**config.mk**
```make
export PLATFORM = sky130hd
export DESIGN_NAME = pair_match_gen_flat
export DESIGN_NICKNAME = d
export VERILOG_FILES = /design/src/rtl/pair_match_gen_if.sv /design/src/rtl/pair_match_gen.sv /design/src/flat_wrapper.sv
export SDC_FILE = /design/constraint.sdc
export NUM_CORES = 1
export LEC_CHECK = 0
export CAP_MARGIN = 5
export CORE_AREA = 2 2 48 50
export DETAILED_ROUTE_END_ITERATION = 7
export DIE_AREA = 0 0 50 52
export GPL_ROUTABILITY_DRIVEN = 0
export PLACE_DENSITY = 0.82
export SYNTH_ARGS = -nofsm -noshare
export SYNTH_HDL_FRONTEND = slang
export SYNTH_SLANG_ARGS = --single-unit
```
**constraint.sdc**
```tcl
create_clock -name clk -period 5.05 [get_ports clk]
set_input_delay 1.515 -clock clk [delete_from_list [all_inputs] [get_ports clk]]
set_output_delay 1.515 -clock clk [all_outputs]
set_load 0.03 [all_outputs]
```
**src/rtl/pair_match_gen_if.sv**
```systemverilog
// pair_match_gen_if: control/link bundle for the X/Y pair-match generator.
//   master : board control side, drives start/run_in/abort and observes the link.
//   slave  : generator side, drives x/y and the status flags.
//   start, run_in, abort   request a burst, set its length, or cut it short
//   x, y, valid            link bit pair and its burst qualifier
//   busy, done, short, err status: burst active, end pulse, aborted flag, bad-length pulse
interface pair_match_gen_if #(
    parameter int CNT_W = 4
);
    logic             start;
    logic [CNT_W-1:0] run_in;
    logic             abort;
    logic             x;
    logic             y;
    logic             valid;
    logic             busy;
    logic             done;
    logic             short;
    logic             err;

    modport master (
        output start, run_in, abort,
        input  x, y, valid, busy, done, short, err
    );

    modport slave (
        input  start, run_in, abort,
        output x, y, valid, busy, done, short, err
    );
endinterface

```
**src/rtl/pair_match_gen.sv**
```systemverilog
// pair_match_gen: transmit side of the X/Y pair-match link.
// On an accepted start it emits one guard mismatch pair (LEAD), run_in matching
// pairs carrying LFSR data (MATCH), and one closing mismatch pair (TAIL), then
// pulses done. All outputs are registered.
// Ports:
//   clk  rising-edge clock
//   rst  synchronous active-high reset
//   bus  pair_match_gen_if.slave (start/run_in/abort in; x/y/valid/busy/done/short/err out)
module pair_match_gen #(
    parameter int         CNT_W = 4,
    parameter logic [7:0] SEED  = 8'hA5
) (
    input  logic               clk,
    input  logic               rst,
    pair_match_gen_if.slave    bus
);
    // An all-zero LFSR would lock up, so a zero seed is promoted to 1.
    localparam logic [7:0] SEED_EFF = (SEED == 8'h00) ? 8'h01 : SEED;

    typedef enum logic [1:0] {IDLE, LEAD, MATCH, TAIL} state_t;

    state_t           state;
    logic [7:0]       lfsr;
    logic [7:0]       lfsr_nxt;
    logic [CNT_W-1:0] cnt;
    logic             aborted;
    logic             x_r, y_r, valid_r, busy_r, done_r, short_r, err_r;

    // Fibonacci taps 8,6,5,4; the fresh feedback bit enters at bit 0.
    assign lfsr_nxt = {lfsr[6:0], lfsr[7] ^ lfsr[5] ^ lfsr[4] ^ lfsr[3]};

    // Outputs are loaded with the values of the state being entered, so the
    // pair seen in a cycle always belongs to the state of that cycle.
    always_ff @(posedge clk) begin
        if (rst) begin
            state   <= IDLE;
            lfsr    <= SEED_EFF;
            cnt     <= '0;
            aborted <= 1'b0;
            x_r     <= 1'b0;
            y_r     <= 1'b1;
            valid_r <= 1'b0;
            busy_r  <= 1'b0;
            done_r  <= 1'b0;
            short_r <= 1'b0;
            err_r   <= 1'b0;
        end else begin
            done_r  <= 1'b0;
            short_r <= 1'b0;
            err_r   <= 1'b0;
            case (state)
                IDLE: begin
                    if (bus.start) begin
                        if (bus.run_in != '0) begin
                            state   <= LEAD;
                            cnt     <= bus.run_in;
                            aborted <= 1'b0;
                            x_r     <= lfsr[0];
                            y_r     <= ~lfsr[0];
                            valid_r <= 1'b1;
                            busy_r  <= 1'b1;
                        end else begin
                            err_r   <= 1'b1;
                        end
                    end
                end
                LEAD: begin
                    // LFSR holds here: LEAD and the first MATCH share data bit.
                    x_r <= lfsr[0];
                    if (bus.abort) begin
                        state   <= TAIL;
                        aborted <= 1'b1;
                        y_r     <= ~lfsr[0];
                    end else begin
                        state   <= MATCH;
                        y_r     <= lfsr[0];
                    end
                end
                MATCH: begin
                    lfsr <= lfsr_nxt;
                    cnt  <= cnt - 1'b1;
                    x_r  <= lfsr_nxt[0];
                    // cnt==1 means this is the last matching pair; cnt never
                    // reaches 0 inside MATCH, so it cannot wrap.
                    if (bus.abort || cnt == {{(CNT_W-1){1'b0}}, 1'b1}) begin
                        state <= TAIL;
                        y_r   <= ~lfsr_nxt[0];
                        if (bus.abort)
                            aborted <= 1'b1;
                    end else begin
                        y_r   <= lfsr_nxt[0];
                    end
                end
                TAIL: begin
                    state   <= IDLE;
                    x_r     <= 1'b0;
                    y_r     <= 1'b1;
                    valid_r <= 1'b0;
                    busy_r  <= 1'b0;
                    done_r  <= 1'b1;
                    short_r <= aborted;
                end
                default: begin
                    state   <= IDLE;
                    x_r     <= 1'b0;
                    y_r     <= 1'b1;
                    valid_r <= 1'b0;
                    busy_r  <= 1'b0;
                end
            endcase
        end
    end

    assign bus.x     = x_r;
    assign bus.y     = y_r;
    assign bus.valid = valid_r;
    assign bus.busy  = busy_r;
    assign bus.done  = done_r;
    assign bus.short = short_r;
    assign bus.err   = err_r;
endmodule

```
**src/flat_wrapper.sv**
```systemverilog
// flat-port wrapper written by rule: the top's interface ports become plain ports
module pair_match_gen_flat 
#(
    parameter int         CNT_W = 4,
    parameter logic [7:0] SEED  = 8'hA5
)
  (clk, rst, bus_start, bus_run_in, bus_abort, bus_x, bus_y, bus_valid, bus_busy, bus_done, bus_short, bus_err);
  pair_match_gen_if #(.CNT_W(CNT_W)) bus_i ();
  input  logic clk;
  input  logic rst;
  input wire logic [$bits(bus_i.start)-1:0] bus_start;
  input wire logic [$bits(bus_i.run_in)-1:0] bus_run_in;
  input wire logic [$bits(bus_i.abort)-1:0] bus_abort;
  output wire logic [$bits(bus_i.x)-1:0] bus_x;
  output wire logic [$bits(bus_i.y)-1:0] bus_y;
  output wire logic [$bits(bus_i.valid)-1:0] bus_valid;
  output wire logic [$bits(bus_i.busy)-1:0] bus_busy;
  output wire logic [$bits(bus_i.done)-1:0] bus_done;
  output wire logic [$bits(bus_i.short)-1:0] bus_short;
  output wire logic [$bits(bus_i.err)-1:0] bus_err;
  assign bus_i.start = bus_start;
  assign bus_i.run_in = bus_run_in;
  assign bus_i.abort = bus_abort;
  assign bus_x = bus_i.x;
  assign bus_y = bus_i.y;
  assign bus_valid = bus_i.valid;
  assign bus_busy = bus_i.busy;
  assign bus_done = bus_i.done;
  assign bus_short = bus_i.short;
  assign bus_err = bus_i.err;
  pair_match_gen #(.CNT_W(CNT_W), .SEED(SEED)) u_core (.clk(clk), .rst(rst), .bus(bus_i));
endmodule
```
## Word level (Yosys, flattened, before mapping)

Cells that the tools add are included.

| operators by class | value |
|---|---|
| $add $sub $neg | 1 |
| equality and inequality tests | 7 |
| multiplexer cells | 26 |
| bitwise logic cells | 8 |
| reductions and logical operators | 13 |

Operators by type and width:

| cell | number |
|---|---|
| two-way mux 1 bit | 15 |
| AND reduction 3 bit | 3 |
| two-way mux 4 bit | 2 |
| one-hot mux 1 bit (4 select lines) | 2 |
| one-hot mux 2 bit (4 select lines) | 1 |
| one-hot mux 4 bit (2 select lines) | 1 |
| two-way mux 2 bit | 3 |
| inverter 1 bit | 5 |
| equality test 2 bit, second input constant | 2 |
| equality test 4 x 1 -> 1 bit, second input constant | 1 |
| inequality test 2 x 1 -> 1 bit, second input constant | 2 |
| AND reduction 4 bit | 1 |
| nonzero test 2 bit | 2 |
| nonzero test 4 bit | 1 |
| subtractor 4 x 1 -> 4 bit, second input constant | 1 |
| one-hot mux 1 bit (3 select lines) | 1 |
| nonzero test 3 bit | 1 |
| OR reduction 3 bit | 1 |
| XOR 1 bit | 3 |
| equality test 2 x 1 -> 1 bit, second input constant | 1 |
| zero test 2 bit | 1 |
| inequality test 2 bit, second input constant | 1 |
| one-hot mux 1 bit (2 select lines) | 1 |
| AND reduction 2 bit | 1 |
| other kinds (2) | 2 |

| storage, ports and cells | value |
|---|---|
| register bits | 21 |
| output and inout port bits | 7 |

## Depth between registers and ports, before layout

| logic depth | value |
|---|---|
| depth after elaboration | 6 |
| gate-level depth with buffers | 6 |
| mapped depth without buffers | 6 |

## Worst setup path before layout

OpenSTA, ideal clock, no wires.

| timing path | value |
|---|---|
| path type | input to register |
| start | input port bus_run_in[2] |
| end | register u_core.cnt[0] |
| arrival | 2.447 ns |
| required time | 4.980 ns |
| setup slack | 2.533 ns |
| stages on the path | 4 |
| cell sequence | o41ai_4 -> a21oi_1 -> a31o_2 -> a21oi_1 |

| between the ends | value |
|---|---|
| cells in the longest elaborated chain, start to end | 3 |

Ends and longest elaborated chain:

| what | RTL line | RTL |
|---|---|---|
| start: declaration | flat_wrapper.sv:12 | `input wire logic [$bits(bus_i.run_in)-1:0] bus_run_in;` |
| nonzero test 4 bit | pair_match_gen.sv:54 | `if (bus.run_in != '0) begin` |
| inequality test 2 x 1 -> 1 bit (no source line) | n/a |  |
| AND reduction 3 bit (no source line) | n/a |  |
| end signal: assignment | pair_match_gen.sv:56 | `cnt <= bus.run_in;` |
| end signal: assignment | pair_match_gen.sv:81 | `cnt <= cnt - 1'b1;` |
| end: declaration | pair_match_gen.sv:25 | `logic [CNT_W-1:0] cnt;` |

Every way passes these cells.
A chain may end at the register's enable or synchronous reset.

==> reports/metrics.cfg <==
[outcome]
status = finished clean

[synth]
ys_top_cells_by_count = 21 x dfxtp_1, 12 x mux2i_1, 9 x nor2_1
synthesis.area_sq_um = 1080
ys_top_cells_by_area = dfxtp_1 39%, mux2i_1 11%, ha_1 8.1%
syn_nets = 126
ys.flop_type = dfxtp_1
synth_edf_count = 0
yosysSeqAreaShare_pct = 38.8
synth_warnings = 0
yosysMostFrequentCell = dfxtp_1
synth_top_area_share_pct = 38.8
syn_inst = 111
synth_largest_area_cell = dfxtp_1
synth_async_sr_flop_share_pct = 0
syn_area_per_cell_sq_um = 9.77
synth_cell_types = 39
yosys_register_bits = 21

[routing]
via_count = 839
via_per_inst = 5.48
drt-initial-drc-count = 12
postRouteAntennaNets = 0
drc_errors = 0
first_pass_iters = 4
wl_mm = 1.99
wl_per_cell_microns = 13.0

[worst_setup_path]
end_kind = flop
slowest_stage = clkdlybuf4s50_1
worstSetupStartpoint = rst
r2r_end = u_core.cnt[3]
cp_slowest_stage_delay_ns = 0.83
r2r_slack_ns = 2.67
path_cells = clkdlybuf4s50_1 -> clkinv_1 -> o311a_2 -> a31o_2
arrival_ns = 3.18
path_class = in2reg
start_kind = primary input
crit_path_end = u_core.cnt[2]
rr_startpoint = u_core.state[0]
worstPathMaxFanout = 15
r2r_cells = 6
critPathRequiredTime_ns = 5.26

[pwr]
peakVddDrop_mv = 0.288
power.density_nw_per_um2 = 610
p_leak_uw = 0.000491

[final_layout]
utilization_pct = 60.1
finalInstanceArea_sq_um = 1260
drive_gt1_share_pct = 8.00
area_delta_synth_final_pct = 16.6
antenna_cells = 0
fin_nets = 141

[timing]
period_needed_ns = 2.98
rsz0062_at_grt = no
slew_viol_final = 0
timing.final.ws_setup_ns = 2.07
setup_violations = 0
finalClockSkew_ns = 0.00195
worstMarginPinSlew_ns = 0.982
hold_viol = 0
setup_tns_ns = 0
fmax_mhz = 336
hold_ws_ns = 0.472
fin_crit_sh_pct = 58.9
maxSlewHeadroom_pct = 34.5

[global_routing]
grt_max_degree = 24
grt_pass1_wl_mm = 3.48
overflow = 0
grt_pass1_vias = 832
grt_usage_pct = 17.8
antenna_found_initial = 0

[clocking]
clock_path_buffers = 2
cts_hold_buf = 0
ctsHtreeMaxLevel = 1
cts_tree = done
path_clk_slew_ns = 0.11
postCtsSetupBuffers = 0
cts_root_buf = clkbuf_4
cts.sinks = 21
clk_latency_ns = 0.30
cts_resized = 0
cts_buffers = 3

[floorplanning]
die_y_microns = 52
fp-row-count = 17
coreArea_sq_um = 2110
start_util_pct = 51.5
die-area_sq_um = 2600
die_x_microns = 50
ios = 15

[min_path]
hold_class = reg2reg
hold_depth = 1

[placed_design]
pre_cts_ws_ns = 1.74
dp_hpwl_mm = 1.49
place_area_sq_um = 1240
port-buffer-count = 14

[flow_run]
max_cap_viol_count = 0

## cell usage in the layout, fill, tap and decap left out
master           instances
o21ai_1                  1
a21oi_1                  3
a221oi_1                 1
ha_1                     7
a22oi_1                  1
a2111o_1                 1
nor2_1                   9
clkdlybuf4s50_1         14
xor2_1                   2
clkbuf_4                 3
and2_1                   2
clkinv_1                 1
nor4_1                   2
nand2_1                  8
nor3b_1                  1
mux2i_1                 12
o21ai_0                  1
a31o_2                   2
dfxtp_1                 21
o22ai_1                  1
or3_1                    1
a32oi_2                  1
a311oi_1                 2
nor3_1                   1
inv_1                    8
or3b_1                   1
o311a_2                  1
o41ai_4                  1
or3b_4                   1
xnor2_1                  2
and4_1                   1
a211oi_1                 4
a32o_1                   1
and2_4                   1
clkbuf_1                 1
o31ai_1                  1
nor2b_1                  2
a31oi_1                  1
nand2b_1                 1
## report_power, final
part           internal, uW  leakage [uW]  total [uW]  switching [uW]
Sequential              227      0.000173         279            52.0
Clock                  30.8     0.0000150        79.8            49.0
Combinational           187      0.000304         412             225
Total                   445      0.000491         771             326
## sequential cells by signal, summed over array words and instances, names as in the netlist
signal,cells
u_core.aborted,1
u_core.bus.done,1
u_core.bus.err,1
u_core.bus.short,1
u_core.bus.valid,1
u_core.bus.x,1
u_core.bus.y,1
u_core.cnt,4
u_core.lfsr,8
u_core.state,2
## critical path, delay by kind of cell
family,cells,cell delay (ns)
AOI/OAI and AO/OA,2,0.45
buffers and inverters,2,1.22
## through the flow
step / cells / power, uW
2_1_floorplan: 111 / 595
3_3_place_gp: 149 / 675
3_5_place_dp: 149 / 693
4_1_cts: 153 / 776
5_1_grt: 153 / 838
6_report: 153 / 771
## area by class of cell
type	instances	area (sq um)
well taps	28	35.0
fillers	179	841
multi-input cells	77	609
inverters	9	33.8
clock buffers	4	26.3
repair buffers	14	140
flip-flops and latches	21	420
## metal layers
layer  global-route usage [%]  wire, microns
met1                     19.6            942
met2                     32.7            961
met3                     3.45             56
met4                     8.33             28
met5                        0              0
## how the worst min path moves through the flow
stage | startpoint | to | slack [ns]
finish | u_core.aborted | u_core.bus.short | 0.47
global route | u_core.aborted | u_core.bus.short | 0.50
CTS | u_core.aborted | u_core.bus.short | 0.48
detailed placement | u_core.aborted | u_core.bus.short | 0.45
global placement | u_core.aborted | u_core.bus.short | 0.44
floorplan | u_core.aborted | u_core.bus.short | 0.43
## kinds of logic (layout without fill, tap and decap cells)
group	after synthesis	count (layout)	synth area share, %
mux	12	12	11.1
flops	21	21	38.8
compound gates	23	23	18.7
buf+inv	13	27	5.07
simple gates	31	31	15.1
fa+ha+maj	7	7	8.07
xor+xnor	4	4	3.23
No activity file was read; power rests on OpenSTA's default activity.
==> RTL change: new RTL, same flow settings <==
Reset style: asynchronous (`rst`), changed in one clocked block. Comments in the files are not updated.
--- a/src/rtl/pair_match_gen.sv
+++ b/src/rtl/pair_match_gen.sv
@@ -32,5 +32,5 @@
     // Outputs are loaded with the values of the state being entered, so the
     // pair seen in a cycle always belongs to the state of that cycle.
-    always_ff @(posedge clk) begin
+    always_ff @(posedge clk or posedge rst) begin
         if (rst) begin
             state   <= IDLE;
Behaviour: differs if rst is asserted again (counterexample within 4 cycles, from zero or initial values and one cycle with rst high); with rst held inactive, the same outputs for 10 cycles.
==> RTL change against the original RTL <==
Final area increased by 6.0%; routed wire length grew 6.4%; setup slack lost 0.096 ns; synthesized area up 7.7%; non-clock buffer count did not move; sequential cell count stayed put; combinational power fell by 11%; count of clock-buffer cells in the layout fell by 1; power is 9.2% lower; critical endpoint is now u_core.cnt[3]; highest routed layer unchanged.
==> RTL change: results (changes against the original RTL) <==
status=complete, no violations (unchanged); detailed placer's ending HPWL=1540 um (was 1490 um); # fillers=162 (was 179); Layout non-clock buf frac=10.4% (was 11.1%); multi-input gate area in the final layout=581 um^2 (was 609 um^2); register share of the cell area=39.6% (was 33.2%); synth unique cells=42 (was 39); routed via count=834 (was 839); setup slack at placement=1.68 ns (was 1.74 ns); first-pass GRT wire length=3520 um (was 3480 um); Syn Nets=121 (was 126); Top FF cell, synth=dfrtp_1 (was dfxtp_1); metal3 WL=68 um (was 56 um); WL/cell=14.4 um (was 13.0 um); Met2 Wirelength=1100 um (was 961 um); fraction of area in clock buffers and inverters=2.05% (was 2.08%); vias in the first global route=823 (was 832); GR Layer Usage met1=20.8% (was 19.6%); Worst EP arrival=3.27 ns (was 3.18 ns); maximum vdd drop=0.361 mV (was 0.288 mV); share of post-route cells with drive strength above 1=18.5% (was 8.00%); CP max FO=9 (was 15); total track usage=17.9% (was 17.8%); # clk buffers=3 (was 4); P_leak=0.000594 uW (was 0.000491 uW); most area-consuming cells after synthesis=dfrtp_1 34%, dfstp_2 11%, mux2_2 7.7% (was dfxtp_1 39%, mux2i_1 11%, ha_1 8.1%); Nets=135 (was 141); invs w/o clock=7 (was 9); Final Skew=0.00124 ns (was 0.00195 ns); sequential share of the synthesized area=45.5% (was 38.8%); met2 usage=32.9% (was 32.7%)
RTL change: changes by cell type in the layout (fill, tap and decap cells not counted), moves of 3 or more:
cell,delta
dfrtp_1,+16
a21oi_1,+4
mux2i_1,-10
dfstp_2,+5
mux2_2,+8
a211oi_1,-3
dfxtp_1,-21
nor2_1,-6
RTL change: critical path, delay by kind of cell:
kind	cells	cell delay, ns
AND/OR/NAND/NOR	1	0.39
buffers and inverters	1	0.49
AO/OA/AOI/OAI	3	0.87
RTL change: cell families after synthesis:
group | synth area share, %
AO/OA/AOI/OAI | 18.6
AND/OR/NAND/NOR | 11.1
flip-flops | 45.5
buffers and inverters | 4.82
multiplexers | 9.42
adder cells (fa/ha/maj) | 7.49
XOR/XNOR | 3.00
RTL change: worst paths after layout:
check / end / start / depth (start not counted) / slack, ns
setup / recovery: u_core.cnt[3] / bus_run_in[2] / 5 / 1.98
hold / removal: u_core.bus.short / u_core.aborted / 1 / 0.52
setup reg to reg: u_core.aborted / u_core.state[0] / 5 / 3.09
hold reg to reg: u_core.bus.short / u_core.aborted / 1 / 0.52
max in group asynchronous: u_core.lfsr[4] / rst / 2 / 2.91
min in group asynchronous: u_core.cnt[1] / rst / 2 / 1.65
RTL change: report_power, final:
group          leakage, uW  total, uW  switching (uW)  internal, uW
Combinational     0.000319        365             208           158
Sequential        0.000257        253            36.5           217
Clock            0.0000177       82.0            52.5          29.5
Total             0.000594        701             297           404
RTL change: through the flow:
step	std cells	utilization [%]	cell area, um^2
floorplan	106	-	1170
global placement	143	62.4	1310
detailed placement	143	62.4	1310
CTS	147	63.7	1340
global route	147	63.7	1340
finish	147	63.7	1340
